===== src/rtl/mtl_pkg.sv =====
// rtl/mtl_pkg.sv - shared types and frame geometry for the MTL pixel prefetcher
package mtl_pkg;

    localparam int H_ACTIVE         = 800;
    localparam int V_ACTIVE         = 480;
    localparam int PIXELS_PER_FRAME = H_ACTIVE * V_ACTIVE;

    typedef logic [31:0] pixel_t;

    typedef enum logic [2:0] {
        IDLE,
        REQ,
        DATA,
        FLUSH,
        DONE
    } prefetch_state_t;

endpackage


===== src/rtl/mtl_pixel_fifo.sv =====
// rtl/mtl_pixel_fifo.sv - pixel FIFO with synchronous clear and registered read port
module mtl_pixel_fifo
    import mtl_pkg::*;
#(
    parameter int DEPTH = 64,
    parameter int CNT_W = $clog2(DEPTH + 1)
) (
    input  logic             iCLK,
    input  logic             iRST,
    input  logic             clr,
    input  logic             wr_en,
    input  pixel_t           wr_data,
    input  logic             rd_en,
    output pixel_t           rd_data,
    output logic [CNT_W-1:0] count,
    output logic             empty
);

    localparam int PTR_W = $clog2(DEPTH);

    pixel_t           mem [DEPTH];
    logic [PTR_W-1:0] wr_ptr;
    logic [PTR_W-1:0] rd_ptr;
    logic             full;
    logic             do_wr;
    logic             do_rd;

    assign empty = (count == '0);
    assign full  = (count == CNT_W'(DEPTH));
    assign do_wr = wr_en && !clr;
    assign do_rd = rd_en && !clr && !empty;

    always_ff @(posedge iCLK) begin
        if (do_wr) begin
            mem[wr_ptr] <= wr_data;
        end
    end

    // A clear drops all content; a read colliding with it returns zero rather than stale data.
    always_ff @(posedge iCLK or posedge iRST) begin
        if (iRST) begin
            wr_ptr  <= '0;
            rd_ptr  <= '0;
            count   <= '0;
            rd_data <= '0;
        end else if (clr) begin
            wr_ptr <= '0;
            rd_ptr <= '0;
            count  <= '0;
            if (rd_en) begin
                rd_data <= '0;
            end
        end else begin
            if (do_wr) begin
                wr_ptr <= wr_ptr + PTR_W'(1);
            end
            if (do_rd) begin
                rd_ptr <= rd_ptr + PTR_W'(1);
            end
            if (rd_en) begin
                rd_data <= empty ? '0 : mem[rd_ptr];
            end
            if (do_wr && !do_rd) begin
                count <= count + CNT_W'(1);
            end else if (!do_wr && do_rd) begin
                count <= count - CNT_W'(1);
            end
        end
    end

    a_no_overflow: assert property (@(posedge iCLK) disable iff (iRST) !(do_wr && full && !do_rd));

endmodule


===== src/rtl/mtl_pixel_prefetch.sv =====
// rtl/mtl_pixel_prefetch.sv - SDRAM burst prefetcher feeding the MTL LCD pixel stream
module mtl_pixel_prefetch #(
    parameter int PIXELS_PER_FRAME = mtl_pkg::PIXELS_PER_FRAME,
    parameter int BURST_LEN        = 16,
    parameter int FIFO_DEPTH       = 64,
    parameter int ADDR_W           = 24
) (
    input  logic              iCLK,
    input  logic              iRST,
    input  logic              iNewFrame,
    input  logic [ADDR_W-1:0] iFrameBase,
    input  logic              iREAD_EN,
    output logic [31:0]       oREAD_DATA,
    output logic              oRD_REQ,
    output logic [ADDR_W-1:0] oRD_ADDR,
    output logic [4:0]        oRD_LEN,
    input  logic              iRD_ACK,
    input  logic              iRD_VALID,
    input  logic [31:0]       iRD_DATA,
    output logic              oUNDERFLOW
);

    import mtl_pkg::*;

    localparam int                 REM_W     = $clog2(PIXELS_PER_FRAME + 1);
    localparam int                 CNT_W     = $clog2(FIFO_DEPTH + 1);
    localparam logic [REM_W-1:0]   FRAME_REM = REM_W'(PIXELS_PER_FRAME);
    localparam logic [REM_W-1:0]   BURST_REM = REM_W'(BURST_LEN);
    localparam logic [4:0]         FIRST_LEN = 5'((PIXELS_PER_FRAME < BURST_LEN) ? PIXELS_PER_FRAME : BURST_LEN);
    localparam logic [CNT_W-1:0]   DEPTH_CNT = CNT_W'(FIFO_DEPTH);

    prefetch_state_t   state_q, state_d;
    logic [ADDR_W-1:0] addr_q, addr_d;
    logic [ADDR_W-1:0] pbase_q, pbase_d;
    logic [REM_W-1:0]  rem_q, rem_d;
    logic [4:0]        len_q, len_d;
    logic [4:0]        beats_q, beats_d;
    logic              pend_q, pend_d;
    logic              underflow_q;

    logic              fifo_wr;
    logic [CNT_W-1:0]  fifo_count;
    logic              fifo_empty;
    logic [4:0]        nxt_len;
    logic              space_ok;
    logic              restart;
    logic [ADDR_W-1:0] restart_base;

    mtl_pixel_fifo #(
        .DEPTH (FIFO_DEPTH),
        .CNT_W (CNT_W)
    ) u_fifo (
        .iCLK    (iCLK),
        .iRST    (iRST),
        .clr     (iNewFrame),
        .wr_en   (fifo_wr),
        .wr_data (iRD_DATA),
        .rd_en   (iREAD_EN),
        .rd_data (oREAD_DATA),
        .count   (fifo_count),
        .empty   (fifo_empty)
    );

    // Only request when the whole burst already has room, so the FIFO cannot overflow.
    assign nxt_len  = (rem_q >= BURST_REM) ? 5'(BURST_LEN) : 5'(rem_q);
    assign space_ok = (DEPTH_CNT - fifo_count) >= CNT_W'(nxt_len);

    always_ff @(posedge iCLK or posedge iRST) begin
        if (iRST) begin
            state_q <= IDLE;
            addr_q  <= '0;
            pbase_q <= '0;
            rem_q   <= '0;
            len_q   <= '0;
            beats_q <= '0;
            pend_q  <= 1'b0;
        end else begin
            state_q <= state_d;
            addr_q  <= addr_d;
            pbase_q <= pbase_d;
            rem_q   <= rem_d;
            len_q   <= len_d;
            beats_q <= beats_d;
            pend_q  <= pend_d;
        end
    end

    always_comb begin
        state_d      = state_q;
        addr_d       = addr_q;
        pbase_d      = pbase_q;
        rem_d        = rem_q;
        len_d        = len_q;
        beats_d      = beats_q;
        pend_d       = pend_q;
        fifo_wr      = 1'b0;
        restart      = 1'b0;
        restart_base = iFrameBase;
        case (state_q)
            IDLE, DONE: restart = iNewFrame;
            REQ: begin
                // The request is never withdrawn; a frame pulse here turns the acked burst into a flush.
                if (iNewFrame) begin
                    pend_d  = 1'b1;
                    pbase_d = iFrameBase;
                end
                if (iRD_ACK) begin
                    addr_d  = addr_q + ADDR_W'(len_q);
                    rem_d   = rem_q - REM_W'(len_q);
                    beats_d = len_q;
                    pend_d  = 1'b0;
                    state_d = (pend_q || iNewFrame) ? FLUSH : DATA;
                end
            end
            DATA: begin
                if (beats_q != '0) begin
                    fifo_wr = iRD_VALID;
                    if (iRD_VALID) begin
                        beats_d = beats_q - 5'd1;
                    end
                    if (iNewFrame) begin
                        pbase_d = iFrameBase;
                        if (beats_d == '0) begin
                            restart = 1'b1;
                        end else begin
                            state_d = FLUSH;
                        end
                    end
                end else if (iNewFrame) begin
                    restart = 1'b1;
                end else if (rem_q == '0) begin
                    state_d = DONE;
                end else if (space_ok) begin
                    state_d = REQ;
                    len_d   = nxt_len;
                end
            end
            FLUSH: begin
                if (iNewFrame) begin
                    pbase_d = iFrameBase;
                end
                if (iRD_VALID) begin
                    beats_d = beats_q - 5'd1;
                    if (beats_q == 5'd1) begin
                        restart      = 1'b1;
                        restart_base = iNewFrame ? iFrameBase : pbase_q;
                    end
                end
            end
            default: state_d = IDLE;
        endcase
        if (restart) begin
            state_d = REQ;
            addr_d  = restart_base;
            rem_d   = FRAME_REM;
            len_d   = FIRST_LEN;
            beats_d = '0;
            pend_d  = 1'b0;
        end
    end

    // A frame pulse always clears the flag, even when it coincides with a read of an empty FIFO.
    always_ff @(posedge iCLK or posedge iRST) begin
        if (iRST) begin
            underflow_q <= 1'b0;
        end else if (iNewFrame) begin
            underflow_q <= 1'b0;
        end else if (iREAD_EN && fifo_empty) begin
            underflow_q <= 1'b1;
        end
    end

    assign oRD_REQ    = (state_q == REQ);
    assign oRD_ADDR   = addr_q;
    assign oRD_LEN    = len_q;
    assign oUNDERFLOW = underflow_q;

endmodule


===== config.mk =====
export PLATFORM = sky130hd
export DESIGN_NAME = mtl_pixel_prefetch
export DESIGN_NICKNAME = d
export VERILOG_FILES = /design/src/rtl/mtl_pkg.sv /design/src/rtl/mtl_pixel_fifo.sv /design/src/rtl/mtl_pixel_prefetch.sv
export SDC_FILE = /design/constraint.sdc
export NUM_CORES = 2
export LEC_CHECK = 0
export ABC_AREA = 1
export BUFFER_PORTS_ARGS = -buffer_cell sky130_fd_sc_hd__buf_4
export CORE_MARGIN = 4
export CORE_UTILIZATION = 62
export DETAILED_ROUTE_END_ITERATION = 10
export HOLD_SLACK_MARGIN = 0.15
export PLACE_DENSITY = 0.79
export REMOVE_ABC_BUFFERS = 1
export SLEW_MARGIN = 20
export SYNTH_ARGS = -nofsm -noshare
export SYNTH_HDL_FRONTEND = slang
export SYNTH_HIERARCHICAL = 1
export SYNTH_SLANG_ARGS = --single-unit

===== constraint.sdc =====
create_clock -name iCLK -period 4.45 [get_ports iCLK]
set_input_delay 0.6675 -clock iCLK [delete_from_list [all_inputs] [get_ports iCLK]]
set_output_delay 0.6675 -clock iCLK [all_outputs]
set_load 0.02 [all_outputs]

==> qor.tcl <==
set qor(flow.area_growth_from_synthesis_pct) 11.07
set qor(crit_buf_inv) 2
set qor(critPathMostFrequentCell) {sky130_fd_sc_hd__nand2_1}
set qor(fmaxAchievable_mhz) 259.3
set qor(vdd_drop_max_mv) 0.5230
set qor(type_of_the_worst_min_delay_path) {primary input to flop}
set qor(cap_viol_max_count) 0
set qor(synthesis.area_sq_um) 90770
set qor(globalRouteOverflowTotal) 0
set qor(final-hold-violation-count) 0
set qor(worstSetupPathType) {flop to flop}
set qor(layout.filler_cells) 9789
set qor(crit_chain) {inv_1 > ha_1 > nand3_1 > nand2_1 > nor2_1 > inv_1 > nor2_1 > nand2_2 > ha_1 > nand2_1 > o21ai_0 > nand2_1 > nand2_1 > a21oi_1 > nand3b_1 > nand3_1 > nand2_1}
set qor(dpl.cell_count) 9847
set qor(ys_ff_latch) 2181
set qor(total_leakage_power_nw) 37.40
set qor(htree_num_levels) 4
set qor(synth_area_per_cell_sq_um) 11.20
set qor(post-dp-hpwl_um) 138300
set qor(max-slew-margin-rel_pct) 21.39
set qor(cp-end-kind) {flop}
set qor(clk-insertion-delay-late_ns) 0.84
set qor(power_switching_share_pct) 34.25
set qor(final.min_clock_period_ns) 3.856
set qor(routed_wire_length_per_instance_um) 24.35
set qor(clkSinkCount) 2181
set qor(totalWireLength_um) 249500
set qor(synth_top_area_share_pct) 67.75
set qor(fin_setup_tns_ns) 0
set qor(final.hold.worst_slack_ns) 0.1886
set qor(ys.flop_type) {sky130_fd_sc_hd__edfxtp_1}
set qor(final-seq-area_sq_um) 64850
set qor(grt_setup_unrepaired) {no}
set qor(die_width_um) 390.6
set qor(die_area_sq_um) 152600
set qor(yosys_warnings) 6
set qor(grt_pass1_wl_um) 373400
set qor(crit_arrival_ns) 4.54
set qor(status) {complete, no violations}
set qor(vias_in_the_first_global_route) 61960
set qor(dominant_cell_type_by_area_after_synthesis) {sky130_fd_sc_hd__edfxtp_1}
set qor(first_iteration_detailed_routing_drc_count) 8425
set qor(report.power.total_w) 0.05618
set qor(post_synthesis_cells) 8103
set qor(initial_utilization_pct) 62.36
set qor(fp.dieH_um) 390.6
set qor(track_usage_pct) 32.46
set qor(synth_edf_count) 2048
set qor(power.switching_w) 0.01924
set qor(seqPwrFrac_pct) 41.8
set qor(critical_path.slowest_cell) {sky130_fd_sc_hd__nor2_1}
set qor(io_buffers) 124
set qor(layout_worst_path_cycle_share_pct) 86.65
set qor(gp_congestion) 0.8893
set qor(root_buffer) {sky130_fd_sc_hd__clkbuf_16}
set qor(rows) 140
set qor(worst_pin_slew_ns) 1.179
set qor(drive_gt1_share_pct) 8.449
set qor(slew_violations) 0
set qor(timing.clock.skew_ns) 0.05304
set qor(setup.worst_path.start_class) {flop}
set qor(fin_cells) 10250
set qor(critical_path.max_fanout) 10
set qor(routed-via-count) 64130
set qor(post_cts_setup_buffer_count) 0
set qor(pwr-share-clk_pct) 30.2
set qor(seq_area_frac_synth_pct) 71.42
set qor(netlist_top_cells_area) {sky130_fd_sc_hd__edfxtp_1, sky130_fd_sc_hd__nand2_1, sky130_fd_sc_hd__nand3_1}
set qor(share_comb_of_total_power_pct) 27.9
set qor(async_reset_ff_share_pct) 6.098
set qor(final_core_utilization_pct) 69.26
set qor(pd_cells_nw_per_um2) 557.3
set qor(required_time_at_the_worst_slack_endpoint_ns) 5.14
set qor(multiInputGateArea_sq_um) 23490
set qor(cts_inserted_buffers) 208
set qor(finalSetupViolations) 0
set qor(tritoncts_clock_tree) {built}
set qor(grt_max_degree) 175
set qor(routed_via_density) 6.259
set qor(critPathTopFamily) {simple AND/OR/NAND/NOR gates}
set qor(clkSlewWorstSetupHoldPaths_ns) 0.06
set qor(initial_antenna_violation_count) 7
set qor(p_int_w) 0.03694
set qor(drt_first_pass_iters) 9
set qor(drtAntennaViolNets) 0
set qor(clock_path_buffers) 3
set qor(detail_route.drc_violations) 0
set qor(layout_commonest_cell) {sky130_fd_sc_hd__nand2_1}
set qor(core_sq_um) 145600
set qor(boundaryPins) 125
set qor(synth_cell_type_count) 45
set qor(nNetsFinal) 8233
set qor(leading_cell_types_in_the_layout_fill_and_taps_excluded) {sky130_fd_sc_hd__nand2_1, sky130_fd_sc_hd__edfxtp_1, sky130_fd_sc_hd__nand3_1, sky130_fd_sc_hd__buf_4, sky130_fd_sc_hd__clkbuf_16}
set qor(crit_path_max_incr_delay_ns) 0.44
[state kept, by name (all words and copies together) (netlist names)]
name,flops
state_q,3
u_fifo/wr_ptr,6
beats_q,5
u_fifo/rd_ptr,6
oUNDERFLOW,1
oRD_LEN,5
u_fifo/mem,2048
oRD_ADDR,24
pbase_q,24
rem_q,19
u_fifo/count,7
u_fifo/rd_data,32
pend_q,1
[routing by layer]
layer  track usage, %  wire length [um]  up-vias
met1            42.30             87100    30700
met5                0                13        -
met3            7.613             30770      835
met2            52.20            118500     4373
li1                 -                 -    28220
met4            15.25             13040        2
[power groups by stage]
stage,logic [W],registers [W],clock network [W]
after floorplan,0.00650,0.0244,0
after detailed placement,0.0152,0.0239,0
final,0.0157,0.0235,0.0170
after global routing,0.0172,0.0236,0.0180
after global placement,0.0148,0.0239,0
after CTS,0.0154,0.0235,0.0171
[stage by stage]
step           setup slack, ns  cell area (sq um)
6_report                0.5941             100800
5_1_grt                 0.1844             100800
4_1_cts                 0.6490             100800
3_5_place_dp            0.6721              94240
3_3_place_gp            0.6211              94240
2_1_floorplan           -38.21              88340
[cell usage after synthesis, types with 2 or more instances]
master                        n
sky130_fd_sc_hd__buf_2      316
sky130_fd_sc_hd__xnor2_1      8
sky130_fd_sc_hd__nand3_1   1799
sky130_fd_sc_hd__o21ai_1     22
sky130_fd_sc_hd__xor2_1      21
sky130_fd_sc_hd__buf_4       31
sky130_fd_sc_hd__and2_1       2
sky130_fd_sc_hd__nand4_1     14
sky130_fd_sc_hd__nand3b_1     2
sky130_fd_sc_hd__o211ai_1     8
sky130_fd_sc_hd__edfxtp_1  2048
sky130_fd_sc_hd__buf_6       12
sky130_fd_sc_hd__nand2_1   3057
sky130_fd_sc_hd__clkinv_1     3
sky130_fd_sc_hd__inv_2       10
sky130_fd_sc_hd__dfrtp_1    133
sky130_fd_sc_hd__nor2_1     158
sky130_fd_sc_hd__clkbuf_1   106
sky130_fd_sc_hd__ha_1        26
sky130_fd_sc_hd__mux2i_1      7
sky130_fd_sc_hd__nor3_1      13
sky130_fd_sc_hd__inv_4        2
sky130_fd_sc_hd__o22ai_1      7
sky130_fd_sc_hd__nor2_2       2
sky130_fd_sc_hd__or2_2        7
sky130_fd_sc_hd__nand2_2      4
sky130_fd_sc_hd__inv_1      125
sky130_fd_sc_hd__o21ai_0     94
sky130_fd_sc_hd__a21oi_1     26
sky130_fd_sc_hd__buf_1       22
sky130_fd_sc_hd__a21o_1       2
sky130_fd_sc_hd__fa_1         3
[final cells by class]
type / count / area share [%]
multi-input combinational: 5295 / 23.30
tap: 1917 / 2.379
antenna: 7 / 0.01737
sequential: 2181 / 64.32
clock inverter: 97 / 0.8600
timing repair buffer: 316 / 2.929
inverter: 140 / 0.5684
clock buffer: 292 / 5.628
[worst paths after layout]
kind                                         start                  to  slack (ns)  cells after the start
worst max-delay path                    beats_q[0]     u_fifo/count[6]        0.59                     17
worst min-delay path                iFrameBase[16]         pbase_q[16]        0.19                      3
worst max register to register          beats_q[0]     u_fifo/count[6]        0.59                     17
worst min register to register  u_fifo/rd_data[20]  u_fifo/rd_data[20]        0.48                      2
max in group asynchronous                     iRST          pbase_q[6]        2.85                      4
min in group asynchronous                     iRST  u_fifo/rd_data[27]        0.45                      3
[worst min-delay path, cell delays in order]
cell                      delay, ns
sky130_fd_sc_hd__buf_4         0.09
sky130_fd_sc_hd__mux2i_1       0.07
sky130_fd_sc_hd__a21oi_1       0.15
[cell families after synthesis]
kind of cell	synth area share [%]
DFF	71.42
AOI/OAI and AO/OA	0.9677
muxes	0.07720
xor gates and xnor gates	0.2798
adders and majority gates	0.4246
buffers and inverters	3.261
and+or+nand+nor	23.57
[timing repair]
action	in CTS	in global routing
resized for setup	0	0
hold buffers	2	0
hold endpoints to repair	55	0
Note: power is estimated with default switching activity, not from simulation.
